## src/rtl/axi4_lite_periph_slave.sv

```systemverilog
// AXI4-Lite peripheral slave: LED, seven-segment, IRQ status/enable registers and display scan.
// Optional macro IRQ_SYNC_EN inserts a two-flop synchronizer ahead of the ext_irq_in edge detector.
module axi4_lite_periph_slave #(
    parameter int ADDR_WIDTH = 32,
    parameter int DATA_WIDTH = 32,
    parameter int SCAN_DIV   = 16
) (
    input  logic                    ACLK,
    input  logic                    ARESETn,
    input  logic [ADDR_WIDTH-1:0]   AWADDR,
    input  logic [2:0]              AWPROT,
    input  logic                    AWVALID,
    output logic                    AWREADY,
    input  logic [DATA_WIDTH-1:0]   WDATA,
    input  logic [DATA_WIDTH/8-1:0] WSTRB,
    input  logic                    WVALID,
    output logic                    WREADY,
    output logic [1:0]              BRESP,
    output logic                    BVALID,
    input  logic                    BREADY,
    input  logic [ADDR_WIDTH-1:0]   ARADDR,
    input  logic [2:0]              ARPROT,
    input  logic                    ARVALID,
    output logic                    ARREADY,
    output logic [DATA_WIDTH-1:0]   RDATA,
    output logic [1:0]              RRESP,
    output logic                    RVALID,
    input  logic                    RREADY,
    input  logic                    ext_irq_in,
    output logic [3:0]              leds,
    output logic [6:0]              seg_cathode,
    output logic [3:0]              seg_anode,
    output logic                    irq_out
);
    localparam int SCAN_W = $clog2(SCAN_DIV);

    typedef enum logic [1:0] {W_IDLE = 2'd0, W_ACC = 2'd1, W_RESP = 2'd2} w_state_t;
    typedef enum logic [1:0] {R_IDLE = 2'd0, R_ACC = 2'd1, R_DATA = 2'd2} r_state_t;

    w_state_t              w_state_q, w_state_d;
    r_state_t              r_state_q, r_state_d;
    logic [3:0]            led_q, led_d;
    logic [16:0]           seg_q, seg_d;
    logic                  irq_status_q, irq_status_d;
    logic                  irq_en_q, irq_en_d;
    logic [1:0]            bresp_q, bresp_d;
    logic [1:0]            rresp_q, rresp_d;
    logic [DATA_WIDTH-1:0] rdata_q, rdata_d;
    logic                  irq_prev_q, irq_prev_d;
    logic                  irq_out_q, irq_out_d;
    logic [SCAN_W-1:0]     scan_cnt_q, scan_cnt_d;
    logic [1:0]            digit_q, digit_d;
    logic [3:0]            anode_q, anode_d;
    logic [6:0]            cathode_q, cathode_d;
    logic                  wr_mapped_s, rd_mapped_s, w1c_s, irq_edge_in_s, irq_rise_s, scan_wrap_s;
    logic [DATA_WIDTH-1:0] rd_val_s;
    logic [3:0]            nibble_s;
    logic                  unused_s;

    // Only the four word offsets in the low nibble are decoded; any other set bit is unmapped.
    function automatic logic addr_mapped(input logic [ADDR_WIDTH-1:0] a);
        return (a[ADDR_WIDTH-1:4] == {(ADDR_WIDTH-4){1'b0}}) && (a[1:0] == 2'b00);
    endfunction

    function automatic logic [6:0] hex_to_seg(input logic [3:0] h);
        logic [6:0] s;
        case (h)
            4'h0: s = 7'b1000000;  4'h1: s = 7'b1111001;  4'h2: s = 7'b0100100;  4'h3: s = 7'b0110000;
            4'h4: s = 7'b0011001;  4'h5: s = 7'b0010010;  4'h6: s = 7'b0000010;  4'h7: s = 7'b1111000;
            4'h8: s = 7'b0000000;  4'h9: s = 7'b0010000;  4'hA: s = 7'b0001000;  4'hB: s = 7'b0000011;
            4'hC: s = 7'b1000110;  4'hD: s = 7'b0100001;  4'hE: s = 7'b0000110;  4'hF: s = 7'b0001110;
            default: s = 7'b1111111;
        endcase
        return s;
    endfunction

`ifdef IRQ_SYNC_EN
    logic [1:0] irq_sync_q, irq_sync_d;
    // Two-flop synchronizer for the asynchronous interrupt input.
    always_ff @(posedge ACLK or negedge ARESETn) begin
        if (!ARESETn) begin
            irq_sync_q <= 2'b00;
        end else begin
            irq_sync_q <= irq_sync_d;
        end
    end
    assign irq_sync_d    = {irq_sync_q[0], ext_irq_in};
    assign irq_edge_in_s = irq_sync_q[1];
`else
    assign irq_edge_in_s = ext_irq_in;
`endif

    // Write FSM, register updates and interrupt status.
    always_comb begin
        w_state_d    = w_state_q;
        led_d        = led_q;
        seg_d        = seg_q;
        irq_en_d     = irq_en_q;
        bresp_d      = bresp_q;
        w1c_s        = 1'b0;
        wr_mapped_s  = addr_mapped(AWADDR);
        case (w_state_q)
            W_IDLE: w_state_d = (AWVALID && WVALID) ? W_ACC : W_IDLE;
            W_ACC: begin
                w_state_d = W_RESP;
                bresp_d   = wr_mapped_s ? 2'b00 : 2'b10;
                if (wr_mapped_s) begin
                    case (AWADDR[3:2])
                        2'd0: led_d = WSTRB[0] ? WDATA[3:0] : led_q;
                        2'd1: seg_d = {WSTRB[2] ? WDATA[16]   : seg_q[16],
                                       WSTRB[1] ? WDATA[15:8] : seg_q[15:8],
                                       WSTRB[0] ? WDATA[7:0]  : seg_q[7:0]};
                        2'd2: w1c_s = WSTRB[0] & WDATA[0];
                        2'd3: irq_en_d = WSTRB[0] ? WDATA[0] : irq_en_q;
                        default: led_d = led_q;
                    endcase
                end else begin
                    led_d = led_q;
                end
            end
            W_RESP: w_state_d = BREADY ? W_IDLE : W_RESP;
            default: w_state_d = W_IDLE;
        endcase
        irq_prev_d   = irq_edge_in_s;
        irq_rise_s   = irq_edge_in_s & ~irq_prev_q;
        // A new edge takes priority over a clear landing in the same cycle.
        irq_status_d = irq_rise_s ? 1'b1 : (w1c_s ? 1'b0 : irq_status_q);
        irq_out_d    = irq_status_q & irq_en_q;
    end

    // Read FSM; RDATA is captured from the pre-update register values.
    always_comb begin
        r_state_d   = r_state_q;
        rdata_d     = rdata_q;
        rresp_d     = rresp_q;
        rd_mapped_s = addr_mapped(ARADDR);
        case (ARADDR[3:2])
            2'd0:    rd_val_s = {{(DATA_WIDTH-4){1'b0}}, led_q};
            2'd1:    rd_val_s = {{(DATA_WIDTH-17){1'b0}}, seg_q};
            2'd2:    rd_val_s = {{(DATA_WIDTH-1){1'b0}}, irq_status_q};
            2'd3:    rd_val_s = {{(DATA_WIDTH-1){1'b0}}, irq_en_q};
            default: rd_val_s = {DATA_WIDTH{1'b0}};
        endcase
        case (r_state_q)
            R_IDLE: r_state_d = ARVALID ? R_ACC : R_IDLE;
            R_ACC: begin
                r_state_d = R_DATA;
                rdata_d   = rd_mapped_s ? rd_val_s : {DATA_WIDTH{1'b0}};
                rresp_d   = rd_mapped_s ? 2'b00 : 2'b10;
            end
            R_DATA:  r_state_d = RREADY ? R_IDLE : R_DATA;
            default: r_state_d = R_IDLE;
        endcase
    end

    // Display scan: digit advances on counter wrap; blanking does not stop the scan.
    always_comb begin
        scan_wrap_s = (scan_cnt_q == SCAN_W'(SCAN_DIV - 1));
        scan_cnt_d  = scan_wrap_s ? {SCAN_W{1'b0}} : scan_cnt_q + SCAN_W'(1);
        digit_d     = scan_wrap_s ? digit_q + 2'd1 : digit_q;
        case (digit_q)
            2'd0:    nibble_s = seg_q[3:0];
            2'd1:    nibble_s = seg_q[7:4];
            2'd2:    nibble_s = seg_q[11:8];
            2'd3:    nibble_s = seg_q[15:12];
            default: nibble_s = 4'h0;
        endcase
        if (seg_q[16]) begin
            anode_d   = 4'b1111;
            cathode_d = 7'b1111111;
        end else begin
            anode_d   = ~(4'b0001 << digit_q);
            cathode_d = hex_to_seg(nibble_s);
        end
    end

    // State and register flops.
    always_ff @(posedge ACLK or negedge ARESETn) begin
        if (!ARESETn) begin
            w_state_q    <= W_IDLE;
            r_state_q    <= R_IDLE;
            led_q        <= 4'h0;
            seg_q        <= 17'h0;
            irq_status_q <= 1'b0;
            irq_en_q     <= 1'b0;
            bresp_q      <= 2'b00;
            rresp_q      <= 2'b00;
            rdata_q      <= {DATA_WIDTH{1'b0}};
            irq_prev_q   <= 1'b0;
            irq_out_q    <= 1'b0;
            scan_cnt_q   <= {SCAN_W{1'b0}};
            digit_q      <= 2'd0;
            anode_q      <= 4'b1110;
            cathode_q    <= 7'b1000000;
        end else begin
            w_state_q    <= w_state_d;
            r_state_q    <= r_state_d;
            led_q        <= led_d;
            seg_q        <= seg_d;
            irq_status_q <= irq_status_d;
            irq_en_q     <= irq_en_d;
            bresp_q      <= bresp_d;
            rresp_q      <= rresp_d;
            rdata_q      <= rdata_d;
            irq_prev_q   <= irq_prev_d;
            irq_out_q    <= irq_out_d;
            scan_cnt_q   <= scan_cnt_d;
            digit_q      <= digit_d;
            anode_q      <= anode_d;
            cathode_q    <= cathode_d;
        end
    end

    assign AWREADY     = (w_state_q == W_ACC);
    assign WREADY      = (w_state_q == W_ACC);
    assign BVALID      = (w_state_q == W_RESP);
    assign BRESP       = bresp_q;
    assign ARREADY     = (r_state_q == R_ACC);
    assign RVALID      = (r_state_q == R_DATA);
    assign RDATA       = rdata_q;
    assign RRESP       = rresp_q;
    assign leds        = led_q;
    assign seg_anode   = anode_q;
    assign seg_cathode = cathode_q;
    assign irq_out     = irq_out_q;
    assign unused_s    = ^{AWPROT, ARPROT, WDATA[DATA_WIDTH-1:17], WSTRB[DATA_WIDTH/8-1:3]};
endmodule
```

## config.mk

```make
export PLATFORM = sky130hd
export DESIGN_NAME = axi4_lite_periph_slave
export DESIGN_NICKNAME = d
export VERILOG_FILES = /design/src/rtl/axi4_lite_periph_slave.sv
export SDC_FILE = /design/constraint.sdc
export NUM_CORES = 1
export LEC_CHECK = 0
export CAP_MARGIN = 20
export CORE_MARGIN = 3
export CORE_UTILIZATION = 30
export DETAILED_ROUTE_END_ITERATION = 6
export GPL_TIMING_DRIVEN = 0
export SLEW_MARGIN = 20
export SYNTH_ARGS = -nofsm -noshare
export SYNTH_HDL_FRONTEND = slang
export SYNTH_SLANG_ARGS = --single-unit
```

## constraint.sdc

```tcl
create_clock -name ACLK -period 2.87 [get_ports ACLK]
set_clock_uncertainty 0.05 [all_clocks]
set_input_delay 0.574 -clock ACLK [delete_from_list [all_inputs] [get_ports ACLK]]
set_output_delay 0.574 -clock ACLK [all_outputs]
set_load 0.005 [all_outputs]
```

==> impl_table.tex, run 1 <==
\begin{tabular}{lr}
\hline
Metric & Value \\
\hline
\multicolumn{2}{l}{\textbf{Run status}} \\
\quad Outcome & finished, final reports clean \\
\multicolumn{2}{l}{\textbf{Layout}} \\
\quad Combined flip-flop and latch cell area & 1630 um\^{}2 \\
\quad Fill count & 928 \\
\quad Post-layout instance area & 4900 um\^{}2 \\
\quad Count of inserted antenna diode cells & 0 \\
\quad Number of nets in the finished design & 545 \\
\quad Multi-input gate area & $\sim$1400 um\^{}2 \\
\quad Synth-to-Final Area Change & 55.2\% \\
\quad Proportion of layout cells with a drive suffix above 1 & 0.177 \\
\multicolumn{2}{l}{\textbf{Routing}} \\
\quad DRC marker count from the first detailed-route iteration & 117 \\
\quad Antenna Violating Nets Remaining & 0 \\
\quad Vias per inst & approximately 4.6 \\
\quad Detailed-routing iteration count for the pre-antenna-repair pass & 4 \\
\quad Post-detailed-route wirelength per cell & approximately 15 um \\
\quad Via total after detailed routing & approximately 2.6k \\
\quad Final wirelength & just over 8 mm \\
\quad Total DRC errors in the routed layout & 0 \\
\multicolumn{2}{l}{\textbf{Synthesis}} \\
\quad Share of the yosys chip area belonging to registers & 0.517 \\
\quad Area share of the largest cell type after synthesis & 0.484 \\
\quad Distinct cell type count of the synthesized netlist & 41 \\
\quad Avg Synthesized Cell Area & about 12 um\^{}2 \\
\quad Count of flip-flops with a built-in enable after synthesis & 0 \\
\quad Warnings, synthesis & 0 \\
\quad Synthesized area & between 3000 and 4000 um\^{}2 \\
\quad Fraction of registers with async set/reset & 1.00 \\
\quad Most frequent cell after synthesis & sky130\_fd\_sc\_hd\_\_dfrtp\_1 \\
\quad Synth Flop Type & sky130\_fd\_sc\_hd\_\_dfrtp\_1 \\
\quad Cell types with the largest area share after synthesis & sky130\_fd\_sc\_hd\_\_dfrtp\_1 48\%, sky130\_fd\_sc\_hd\_\_mux2\_2 11\%, sky130\_fd\_sc\_hd\_\_ha\_1 4.8\%, sky130\_fd\_sc\_hd\_\_buf\_4 4.3\%, sky130\_fd\_sc\_hd\_\_a32o\_1 4.1\% \\
\quad Synth top cells by count & 61 x sky130\_fd\_sc\_hd\_\_dfrtp\_1, 31 x sky130\_fd\_sc\_hd\_\_mux2\_2, 18 x sky130\_fd\_sc\_hd\_\_buf\_4, 17 x sky130\_fd\_sc\_hd\_\_inv\_1, 16 x sky130\_fd\_sc\_hd\_\_nor4\_1 \\
\quad Gate count after technology mapping & 261 \\
\quad Library cell with the largest summed area after synthesis & sky130\_fd\_sc\_hd\_\_dfrtp\_1 \\
\quad FF+latch count, synth & 65 \\
\multicolumn{2}{l}{\textbf{Clocking}} \\
\quad Clk slew on worst S/H paths & 0.07 ns \\
\quad Insertion delay to the later sink of the worst-skew pair & 0.34 ns \\
\quad Root buf cell & sky130\_fd\_sc\_hd\_\_clkbuf\_8 \\
\quad Post-CTS setup buffers & 0 \\
\quad Maximum root-to-sink buffer count & 2 \\
\quad CTS Hold Bufs & 0 \\
\quad Post-CTS Resized & 0 \\
\quad H-tree depth & 3 \\
\quad TritonCTS Sinks & 65 \\
\quad TritonCTS Buffers & 9 \\
\quad CTS tree & yes \\
\multicolumn{2}{l}{\textbf{Global route}} \\
\quad First-pass GRT wire length & about 13 mm \\
\quad Global router's overall resource usage & 0.143 \\
\quad Maximum number of pins on one net before global-route repair & 59 \\
\quad Met2 usage & 0.232 \\
\quad Number of antenna violations at the first check in global routing & 0 \\
\quad Gr busiest metal & met2 \\
\quad Met1 track utilization from global routing & 0.185 \\
\quad Number of global-route vias before repair & about 2.7k \\
\quad Grt met3 use & 0.0382 \\
\quad Residual overflow from global routing & 0 \\
\multicolumn{2}{l}{\textbf{Worst setup path}} \\
\quad Kind of launch point of the worst setup path & input pin \\
\quad Data required time at the worst endpoint & a little over 3 ns \\
\quad Maximum fanout along the worst path & 8 \\
\quad Endpoint arrival time on the critical path & between 2 and 3 ns \\
\quad Type of element capturing the critical path & flip-flop \\
\quad Depth of the worst register-to-register path & 7 \\
\quad Critical path type & in -> reg \\
\multicolumn{2}{l}{\textbf{STA}} \\
\quad Achievable frequency & about 0.38 GHz \\
\quad Total negative slack for setup checks & 0 ns \\
\quad Ratio of final minimum period to clock period & 0.916 \\
\quad RSZ-0062 raised after global routing & no \\
\quad Worst Tran Pin Value & 0.859 ns \\
\quad Final Max Slew Viols & 0 \\
\quad Finish-stage setup viols & 0 \\
\quad Tightest hold margin & 0.00547 ns \\
\quad Worst slew margin relative to its limit & 0.423 \\
\quad Hold violation count in the final report & 0 \\
\quad Clock period minus final worst setup slack & between 2 and 3 ns \\
\quad Final Worst Setup Slack & 0.241 ns \\
\multicolumn{2}{l}{\textbf{Floorplanning}} \\
\quad Die width & between 100 and 150 um \\
\quad Floorplan die area & 11800 um\^{}2 \\
\quad Core Area & about 10000 um\^{}2 \\
\quad Initial cell density of the core & 0.316 \\
\quad Number of core rows & 36 \\
\quad Die Ht & approximately 110 um \\
\quad Number of ports placed on the die boundary & between 150 and 200 \\
\multicolumn{2}{l}{\textbf{Placed design}} \\
\quad Worst Setup Slack post-DPL & -0.120 ns \\
\quad Placed cell areas & around 4700 um\^{}2 \\
\quad Placer's final routability congestion estimate & slightly below 0.8 \\
\quad Half-perimeter wire length after detailed placement & between 6 and 7 mm \\
\quad Count of input and output buffers & 130 \\
\multicolumn{2}{l}{\textbf{Min path}} \\
\quad Hold Crit Class & in -> async \\
\multicolumn{2}{l}{\textbf{Pwr}} \\
\quad Maximum vdd ir drop & approximately 250 uV \\
\quad Power per standard cell area & $\sim$410 nW/um\^{}2 \\
\quad Tot Pwr & between 2 and 2.5 mW \\
\quad LEAKAGE & between 2 and 2.5 nW \\
\multicolumn{2}{l}{\textbf{Flow run}} \\
\quad Max cap viols & 0 \\
\hline
\end{tabular}
-- layout by cell type (no fill, tap or decap), types with 4 or more instances in the layout --
cell type,n
sky130_fd_sc_hd__mux2i_1,6
sky130_fd_sc_hd__dfstp_2,4
sky130_fd_sc_hd__nand2_1,8
sky130_fd_sc_hd__nor2_1,9
sky130_fd_sc_hd__conb_1,17
sky130_fd_sc_hd__a222oi_1,4
sky130_fd_sc_hd__nor4_1,16
sky130_fd_sc_hd__a22o_1,4
sky130_fd_sc_hd__ha_1,12
sky130_fd_sc_hd__nand3_1,4
sky130_fd_sc_hd__o21ai_0,6
sky130_fd_sc_hd__inv_1,17
sky130_fd_sc_hd__buf_4,19
sky130_fd_sc_hd__clkdlybuf4s50_1,129
sky130_fd_sc_hd__a32o_1,13
sky130_fd_sc_hd__clkbuf_1,11
sky130_fd_sc_hd__clkbuf_8,10
sky130_fd_sc_hd__dfrtp_1,61
sky130_fd_sc_hd__mux2_2,31
-- per-layer routing --
layer | up-vias | routed length, um
met5 | - | 0
met4 | 0 | 86
met3 | 10 | 640
met2 | 96 | 3880
met1 | 1226 | 3590
li1 | 1248 | -
-- worst max-delay path, cell delays in order --
cell	delay (ns)
sky130_fd_sc_hd__clkdlybuf4s50_1	0.40
sky130_fd_sc_hd__nor4_1	0.30
sky130_fd_sc_hd__nand4_1	0.41
sky130_fd_sc_hd__nor4b_4	0.71
sky130_fd_sc_hd__mux2_2	0.40
-- cell families after synthesis --
| family | synth area share |
|---|---|
| simple gates | 0.113 |
| mux | 0.137 |
| compound gates | 0.105 |
| buf+inv | 0.0741 |
| other cells | 0.00119 |
| fa+ha+maj | 0.0476 |
| flops | 0.517 |
| xor+xnor | 0.00555 |
-- final cells by class --
cell class	count	share of cell area
Clock buffer	13	0.0304
Sequential cell	65	0.333
Buffer	27	0.0347
Multi-Input combinational cell	168	0.276
Tap cell	133	0.0340
Inverter	17	0.0130
Clock inverter	3	0.00818
Timing Repair Buffer	131	0.271
-- through the flow --
| step | utilization | cells |
|---|---|---|
| 4_1_cts | 0.490 | 557 |
| 3_3_place_gp | 0.468 | 540 |
| 6_report | 0.490 | 557 |
| 5_1_grt | 0.490 | 557 |
| 3_5_place_dp | 0.471 | 541 |
| 2_1_floorplan | - | 277 |
-- worst paths after layout --
kind	start	slack, ns	endpoint
worst min register to register	irq_prev_q	0.38	irq_status_q
worst max-delay path	AWADDR[4]	0.24	seg_q[3]
min in group ACLK	irq_prev_q	0.38	irq_status_q
worst max register to register	digit_q[0]	0.41	seg_cathode[6]
max in group asynchronous	ARESETn	2.20	seg_cathode[6]
worst min-delay path	ARESETn	0.005	irq_prev_q
-- power breakdown --
| part | switching (mW) | internal [mW] | total [mW] |
|---|---|---|---|
| logic | 0.114 | 0.181 | 0.294 |
| registers | 0.0135 | 0.932 | 0.945 |
| clock network | 0.341 | 0.424 | 0.765 |
-- sequential cells by signal (all words and copies together), names as in the netlist, 2 cells and up --
register,cells
RDATA,17
digit_q,2
leds,4
r_state_q,2
scan_cnt_q,4
seg_anode,4
seg_cathode,7
seg_q,17
w_state_q,2
Power figures use the tool's default switching activity.
==> inputs of run 2 (changes only) <==
--- a/config.mk
+++ b/config.mk
@@ -6,8 +6,8 @@
 export NUM_CORES = 1
 export LEC_CHECK = 0
 export CAP_MARGIN = 20
-export CORE_MARGIN = 3
 export CORE_UTILIZATION = 30
+export CTS_BUF_LIST = sky130_fd_sc_hd__clkbuf_4 sky130_fd_sc_hd__clkbuf_8 sky130_fd_sc_hd__clkbuf_16
 export DETAILED_ROUTE_END_ITERATION = 6
 export GPL_TIMING_DRIVEN = 0
 export SLEW_MARGIN = 20
==> impl_table.tex, run 2 (same netlist as run 1, synthesis figures left out) <==
\begin{tabular}{lr}
\hline
Metric & Value \\
\hline
\multicolumn{2}{l}{\textbf{Run status}} \\
\quad Outcome & finished, final reports clean \\
\multicolumn{2}{l}{\textbf{Worst setup path}} \\
\quad Reg-to-Reg End & seg\_cathode[6] \\
\quad Cell breakdown of the critical path & clkdlybuf4s50\_1 -> nor4\_1 -> nand4\_1 -> nor3\_2 -> mux2\_2 \\
\quad Kind of launch point of the worst setup path & input pin \\
\quad CP peak stage delay & 0.79 ns (+0.08 ns) \\
\quad Endpoint arrival time on the critical path & 2.88 ns (+0.08 ns) \\
\quad Internal reg-to-reg setup slack & 0.40 ns (about the same) \\
\quad Gate family responsible for the most delay along the worst path & simple AND/OR/NAND/NOR gates \\
\quad Critical path type & in -> reg \\
\quad Type of element capturing the critical path & flip-flop \\
\quad Depth of the worst register-to-register path & 7 (unchanged) \\
\quad Data required time at the worst endpoint & 3.05 ns (about the same) \\
\quad Count of buffer and inverter cells on the critical path & 1 (unchanged) \\
\quad Maximum fanout along the worst path & 8 (unchanged) \\
\quad Worst flop-to-flop path startpoint & digit\_q[0] \\
\quad Slowest-stage cell, CP & sky130\_fd\_sc\_hd\_\_nor3\_2 \\
\multicolumn{2}{l}{\textbf{Clocking}} \\
\quad Post-CTS setup buffers & 0 (unchanged) \\
\quad Clk slew on worst S/H paths & 0.08 ns (about the same) \\
\quad Post-CTS Resized & 0 (unchanged) \\
\quad Maximum root-to-sink buffer count & 2 (unchanged) \\
\quad Insertion delay to the later sink of the worst-skew pair & 0.35 ns (about the same) \\
\quad Root buf cell & sky130\_fd\_sc\_hd\_\_clkbuf\_8 \\
\quad TritonCTS Buffers & 9 (unchanged) \\
\quad TritonCTS Sinks & 65 (unchanged) \\
\quad H-tree depth & 3 (unchanged) \\
\quad CTS Hold Bufs & 0 (unchanged) \\
\quad CTS tree & yes \\
\multicolumn{2}{l}{\textbf{Pwr}} \\
\quad Part of the power in combinational logic & 0.148 (about the same) \\
\quad Tot Pwr & 2.03 mW (+1.1\%) \\
\quad Net Sw Frac & 0.248 (+0.0140) \\
\quad LEAKAGE & 2.18 nW (-0.20\%) \\
\quad Maximum vdd ir drop & 292 uV (+18\%) \\
\quad Clock network fraction of design power & 0.387 (+0.005) \\
\quad Power per standard cell area & 413 nW/um\^{}2 (+0.96\%) \\
\quad Cell internal power dissipation & 1.52 mW (-0.75\%) \\
\quad Share of power burned in registers & 0.466 (-0.006) \\
\quad Power dissipated by switching net loads & 0.502 mW (+7.1\%) \\
\multicolumn{2}{l}{\textbf{Global route}} \\
\quad Maximum number of pins on one net before global-route repair & 40 (-32\%) \\
\quad Residual overflow from global routing & 0 (unchanged) \\
\quad Global router's overall resource usage & 0.160 (+0.0171) \\
\quad Number of antenna violations at the first check in global routing & 0 (unchanged) \\
\quad Number of global-route vias before repair & 2604 (-2.0\%) \\
\quad First-pass GRT wire length & 13.6 mm (+3.8\%) \\
\multicolumn{2}{l}{\textbf{Layout}} \\
\quad Utilization of the core after routing & 0.477 (-0.0126) \\
\quad Commonest cells after routing, fill and taps aside & 129 x sky130\_fd\_sc\_hd\_\_clkdlybuf4s50\_1, 61 x sky130\_fd\_sc\_hd\_\_dfrtp\_1, 31 x sky130\_fd\_sc\_hd\_\_mux2\_2, 19 x sky130\_fd\_sc\_hd\_\_buf\_4 \\
\quad Most common cell after layout, fill and taps aside & sky130\_fd\_sc\_hd\_\_clkdlybuf4s50\_1 \\
\quad Proportion of layout cells with a drive suffix above 1 & 0.184 (+0.00708) \\
\quad Synth-to-Final Area Change & 55.4\% \\
\quad Number of nets in the finished design & 545 (unchanged) \\
\quad Count of inserted antenna diode cells & 0 (unchanged) \\
\multicolumn{2}{l}{\textbf{Floorplanning}} \\
\quad Floorplan die area & 10900 um\^{}2 (-7.2\%) \\
\quad Number of ports placed on the die boundary & 171 (unchanged) \\
\quad Core Area & 10300 um\^{}2 (+2.8\%) \\
\quad Die Ht & 105 um (-3.7\%) \\
\quad Die width & 105 um (-3.7\%) \\
\quad Number of core rows & 37 (+2.8\%) \\
\quad Initial cell density of the core & 0.307 (-0.00853) \\
\multicolumn{2}{l}{\textbf{STA}} \\
\quad Finish-stage setup viols & 0 (unchanged) \\
\quad Total negative slack for setup checks & 0 ns (unchanged) \\
\quad Ratio of final minimum period to clock period & 0.940 (+0.0238) \\
\quad Clock period minus final worst setup slack & 2.70 ns (+0.0682 ns) \\
\quad Final Worst Setup Slack & 0.173 ns (-0.0682 ns) \\
\quad Hold violation count in the final report & 0 (unchanged) \\
\quad Final Max Slew Viols & 0 (unchanged) \\
\quad Achievable frequency & 0.371 GHz (-2.5\%) \\
\quad RSZ-0062 raised after global routing & no \\
\quad Worst slew margin relative to its limit & 0.380 (-0.0430) \\
\quad Worst Tran Pin Value & 0.923 ns (+0.0640 ns) \\
\multicolumn{2}{l}{\textbf{Routing}} \\
\quad Antenna Violating Nets Remaining & 0 (unchanged) \\
\quad Vias per inst & 4.67 (+0.78\%) \\
\quad Post-detailed-route wirelength per cell & 14.9 um (+1.5\%) \\
\quad Via total after detailed routing & 2614 (+1.3\%) \\
\quad Total DRC errors in the routed layout & 0 (unchanged) \\
\quad Detailed-routing iteration count for the pre-antenna-repair pass & 4 (unchanged) \\
\quad DRC marker count from the first detailed-route iteration & 128 (+9.4\%) \\
\quad Final wirelength & 8.37 mm (+2.1\%) \\
\multicolumn{2}{l}{\textbf{Placed design}} \\
\quad Half-perimeter wire length after detailed placement & 6.43 mm (-0.59\%) \\
\quad Worst Setup Slack post-DPL & -0.212 ns (-0.0918 ns) \\
\quad Placer's final routability congestion estimate & 0.729 (-6.5\%) \\
\quad Count of input and output buffers & 130 (unchanged) \\
\multicolumn{2}{l}{\textbf{Flow run}} \\
\quad Max cap viols & 0 (unchanged) \\
\multicolumn{2}{l}{\textbf{Min path}} \\
\quad Hold Crit Class & in -> async \\
\hline
\end{tabular}
run 2: metal layers:
layer  track usage  vias to the layer above  share of wire
li1              -                     1249              -
met1         0.201                     1256           0.44
met2         0.266                      103           0.48
met3        0.0480                        6          0.075
met4        0.0459                        0         0.0051
met5             0                        -              0
run 2: layout make-up:
| type | instances | area (um^2) |
|---|---|---|
| repair buffers | 131 | 1320 |
| fillers | 970 | 5370 |
| multi-input cells | 168 | 1350 |
| flip-flops and latches | 65 | 1630 |
| clock buffers | 10 | 131 |
| inverters | 17 | 63.8 |
| well taps | 136 | 170 |
| clock inverters | 6 | 67.6 |
| plain buffers | 27 | 170 |
run 2: worst max path at each step:
stage	from	end	slack [ns]	depth (start not counted)
CTS	ARADDR[26]	RDATA[10]	0.16	6
detailed placement	ARADDR[26]	RDATA[10]	-0.21	6
global placement	ARESETn	irq_prev_q	-0.97	1
global route	AWADDR[14]	seg_q[14]	0.03	5
floorplan	AWADDR[4]	seg_q[0]	0.65	4
finish	AWADDR[4]	seg_q[8]	0.17	5
run 2: power groups by stage:
| stage | Clock [mW] | Combinational (mW) | Sequential (mW) |
|---|---|---|---|
| after global routing | 0.854 | 0.327 | 0.946 |
| final | 0.783 | 0.299 | 0.944 |
| after floorplan | 0 | 0.0941 | 0.959 |
| after global placement | 0 | 0.295 | 0.961 |
| after CTS | 0.815 | 0.302 | 0.943 |
| after detailed placement | 0 | 0.301 | 0.961 |
run 2: per-stage QoR:
| stage | std cells | instance area [um^2] | hold WS, ns |
|---|---|---|---|
| global placement | 543 | 4690 | 0.379 |
| floorplan | 277 | 3220 | 0.228 |
| detailed placement | 544 | 4700 | 0.382 |
| CTS | 560 | 4900 | 0.0792 |
| global route | 560 | 4900 | 0.0862 |
| finish | 560 | 4900 | 0.0786 |
==> inputs of run 3 (changes only) <==
--- a/config.mk
+++ b/config.mk
@@ -6,10 +6,13 @@
 export NUM_CORES = 1
 export LEC_CHECK = 0
 export CAP_MARGIN = 20
-export CORE_UTILIZATION = 30
+export CELL_PAD_IN_SITES_DETAIL_PLACEMENT = 0
+export CELL_PAD_IN_SITES_GLOBAL_PLACEMENT = 1
+export CORE_MARGIN = 4
+export CORE_UTILIZATION = 29
 export CTS_BUF_LIST = sky130_fd_sc_hd__clkbuf_4 sky130_fd_sc_hd__clkbuf_8 sky130_fd_sc_hd__clkbuf_16
 export DETAILED_ROUTE_END_ITERATION = 6
-export GPL_TIMING_DRIVEN = 0
+export PLACE_DENSITY_LB_ADDON = 0.1
 export SLEW_MARGIN = 20
 export SYNTH_ARGS = -nofsm -noshare
 export SYNTH_HDL_FRONTEND = slang
==> impl_table.tex, run 3 (same netlist as run 1, synthesis figures left out) <==
\begin{tabular}{lr}
\hline
Metric & Value \\
\hline
\multicolumn{2}{l}{\textbf{Clocking}} \\
\quad CTS tree & yes \\
\quad TritonCTS Sinks & 65 (unchanged) \\
\quad CTS Hold Bufs & 0 (unchanged) \\
\quad Maximum root-to-sink buffer count & 2 (unchanged) \\
\quad Root buf cell & sky130\_fd\_sc\_hd\_\_clkbuf\_8 \\
\quad Clk slew on worst S/H paths & 0.08 ns (about the same) \\
\quad Post-CTS Resized & 0 (unchanged) \\
\quad H-tree depth & 3 (unchanged) \\
\quad Post-CTS setup buffers & 0 (unchanged) \\
\quad Insertion delay to the later sink of the worst-skew pair & 0.34 ns (about the same) \\
\quad TritonCTS Buffers & 9 (unchanged) \\
\multicolumn{2}{l}{\textbf{Worst setup path}} \\
\quad Internal reg-to-reg setup slack & 0.31 ns (-0.09 ns) \\
\quad Endpoint arrival time on the critical path & 2.78 ns (-0.10 ns) \\
\quad Critical path type & reg -> reg \\
\quad Depth of the worst register-to-register path & 5 (-2) \\
\quad Kind of launch point of the worst setup path & flip-flop \\
\quad Type of element capturing the critical path & flip-flop \\
\quad Data required time at the worst endpoint & 3.09 ns (+0.04 ns) \\
\quad Maximum fanout along the worst path & 13 (+5) \\
\multicolumn{2}{l}{\textbf{STA}} \\
\quad Ratio of final minimum period to clock period & 0.891 (-0.0485) \\
\quad Achievable frequency & 0.391 GHz (+5.4\%) \\
\quad Worst slew margin relative to its limit & 0.309 (-0.0712) \\
\quad Total negative slack for setup checks & 0 ns (unchanged) \\
\quad Hold violation count in the final report & 0 (unchanged) \\
\quad Final Max Slew Viols & 0 (unchanged) \\
\quad Finish-stage setup viols & 0 (unchanged) \\
\quad Worst Tran Pin Value & 1.01 ns (+0.0850 ns) \\
\quad RSZ-0062 raised after global routing & no \\
\quad Clock period minus final worst setup slack & 2.56 ns (-0.139 ns) \\
\multicolumn{2}{l}{\textbf{Placed design}} \\
\quad Count of input and output buffers & 131 (+0.77\%) \\
\quad Half-perimeter wire length after detailed placement & 6.52 mm (+1.4\%) \\
\quad Placer's final routability congestion estimate & 0.786 (+7.7\%) \\
\multicolumn{2}{l}{\textbf{Layout}} \\
\quad Synth-to-Final Area Change & 52.9\% \\
\quad Utilization of the core after routing & 0.461 (-0.0160) \\
\quad Commonest cells after routing, fill and taps aside & 130 x sky130\_fd\_sc\_hd\_\_clkdlybuf4s50\_1, 61 x sky130\_fd\_sc\_hd\_\_dfrtp\_1, 31 x sky130\_fd\_sc\_hd\_\_mux2\_2, 17 x sky130\_fd\_sc\_hd\_\_inv\_1, 17 x sky130\_fd\_sc\_hd\_\_conb\_1 \\
\quad Most common cell after layout, fill and taps aside & sky130\_fd\_sc\_hd\_\_clkdlybuf4s50\_1 \\
\quad Count of inserted antenna diode cells & 0 (unchanged) \\
\quad Number of nets in the finished design & 527 (-3.3\%) \\
\quad Proportion of layout cells with a drive suffix above 1 & 0.167 (-0.0165) \\
\quad Fill count & 1015 (+4.6\%) \\
\multicolumn{2}{l}{\textbf{Routing}} \\
\quad Vias per inst & 4.60 (-1.5\%) \\
\quad Antenna Violating Nets Remaining & 0 (unchanged) \\
\quad Final wirelength & 8.54 mm (+2.0\%) \\
\quad Met3 layer wire length in the routed design & 485 um (-23\%) \\
\quad Detailed-routing iteration count for the pre-antenna-repair pass & 4 (unchanged) \\
\quad DRC marker count from the first detailed-route iteration & 107 (-16\%) \\
\quad Total length of routed met2 wires & 4.04 mm (+0.35\%) \\
\quad Top routing layer used & met4 \\
\quad Via total after detailed routing & 2492 (-4.7\%) \\
\quad Post-detailed-route wirelength per cell & 15.8 um (+5.4\%) \\
\quad Metal1 wirelength & 3.91 mm (+6.4\%) \\
\quad Total DRC errors in the routed layout & 0 (unchanged) \\
\multicolumn{2}{l}{\textbf{Global route}} \\
\quad Number of antenna violations at the first check in global routing & 0 (unchanged) \\
\quad First-pass GRT wire length & 13.4 mm (-1.1\%) \\
\quad Number of global-route vias before repair & 2489 (-4.4\%) \\
\quad Global router's overall resource usage & 0.135 (-0.0257) \\
\quad Residual overflow from global routing & 0 (unchanged) \\
\quad Maximum number of pins on one net before global-route repair & 66 (+65\%) \\
\multicolumn{2}{l}{\textbf{Min path}} \\
\quad Hold Crit Class & in -> async \\
\multicolumn{2}{l}{\textbf{Pwr}} \\
\quad Net Sw Frac & 0.243 (-0.00475) \\
\quad Maximum vdd ir drop & 221 uV (-24\%) \\
\quad LEAKAGE & 2.12 nW (-3.0\%) \\
\quad Tot Pwr & 2.01 mW (-0.66\%) \\
\quad Share of power burned in registers & 0.469 (+0.003) \\
\quad Power dissipated by switching net loads & 0.489 mW (-2.6\%) \\
\quad Part of the power in combinational logic & 0.137 (-0.011) \\
\quad Cell internal power dissipation & 1.52 mW (about the same) \\
\quad Power per standard cell area & 417 nW/um\^{}2 (+0.96\%) \\
\quad Clock network fraction of design power & 0.395 (+0.008) \\
\multicolumn{2}{l}{\textbf{Run status}} \\
\quad Outcome & finished, final reports clean \\
\multicolumn{2}{l}{\textbf{Floorplanning}} \\
\quad Initial cell density of the core & 0.302 (-0.00543) \\
\quad Number of core rows & 37 (unchanged) \\
\quad Floorplan die area & 12600 um\^{}2 (+15\%) \\
\quad Core Area & 10500 um\^{}2 (+1.8\%) \\
\quad Number of ports placed on the die boundary & 171 (unchanged) \\
\quad Die Ht & 112 um (+7.4\%) \\
\quad Die width & 112 um (+7.4\%) \\
\multicolumn{2}{l}{\textbf{Flow run}} \\
\quad Max cap viols & 0 (unchanged) \\
\hline
\end{tabular}
-- run 3: cell count changes in the layout (fill, tap and decap cells not counted), sizes merged --
cell           previous run  this run
clkdlybuf4s50           129       130
clkinv                    2         3
buf                      21        10
clkbuf                   18        10
inv                      18        17
-- run 3: final timing paths --
kind / from / end
max: digit_q[0] / seg_cathode[6]
min: ARESETn / r_state_q[0]
max reg2reg: digit_q[0] / seg_cathode[6]
min reg2reg: w_state_q[1] / w_state_q[0]
max in group asynchronous: ARESETn / seg_anode[2]
min in group ACLK: w_state_q[1] / w_state_q[0]
-- run 3: stage by stage --
| step | area [um^2] | hold WS (ns) | worst slack (ns) | cells |
|---|---|---|---|---|
| after floorplan | 3220 | 0.228 | 0.652 | 277 |
| after CTS | 4820 | 0.199 | 0.323 | 542 |
| after global placement | 4620 | 0.368 | 0.152 | 526 |
| after global routing | 4820 | 0.205 | 0.171 | 542 |
| after detailed placement | 4620 | 0.377 | 0.123 | 526 |
| final | 4820 | 0.196 | 0.312 | 542 |
-- run 3: power groups by stage --
stage          Sequential (mW)  Combinational, mW  Clock [mW]
3_3_place_gp             0.961              0.277           0
6_report                 0.943              0.275       0.794
4_1_cts                  0.943              0.278       0.822
2_1_floorplan            0.959             0.0941           0
5_1_grt                  0.947              0.297       0.858
3_5_place_dp             0.961              0.277           0
-- run 3: metal layers --
metal | GRT usage | vias up
met1 | 0.184 | 1195
met4 | 0.0409 | 0
met2 | 0.208 | 76
met3 | 0.0377 | 9
li1 | - | 1212
met5 | 0 | -
-- run 3: final cells by class --
type,count,area [um^2],share of cell area
Clock buffer,10,138,0.0285
Clock inverter,6,67.6,0.0140
Inverter,17,63.8,0.0132
Multi-Input combinational cell,168,1360,0.281
Sequential cell,65,1630,0.338
Tap cell,136,170,0.0353
Timing Repair Buffer,140,1400,0.290
-- run 3: critical path, stage by stage, from the launching register on --
cell,delay (ns)
sky130_fd_sc_hd__dfrtp_1,0.43
sky130_fd_sc_hd__inv_1,0.12
sky130_fd_sc_hd__ha_1,0.31
sky130_fd_sc_hd__mux2i_1,0.87
sky130_fd_sc_hd__mux2_2,0.41
sky130_fd_sc_hd__a221o_1,0.29
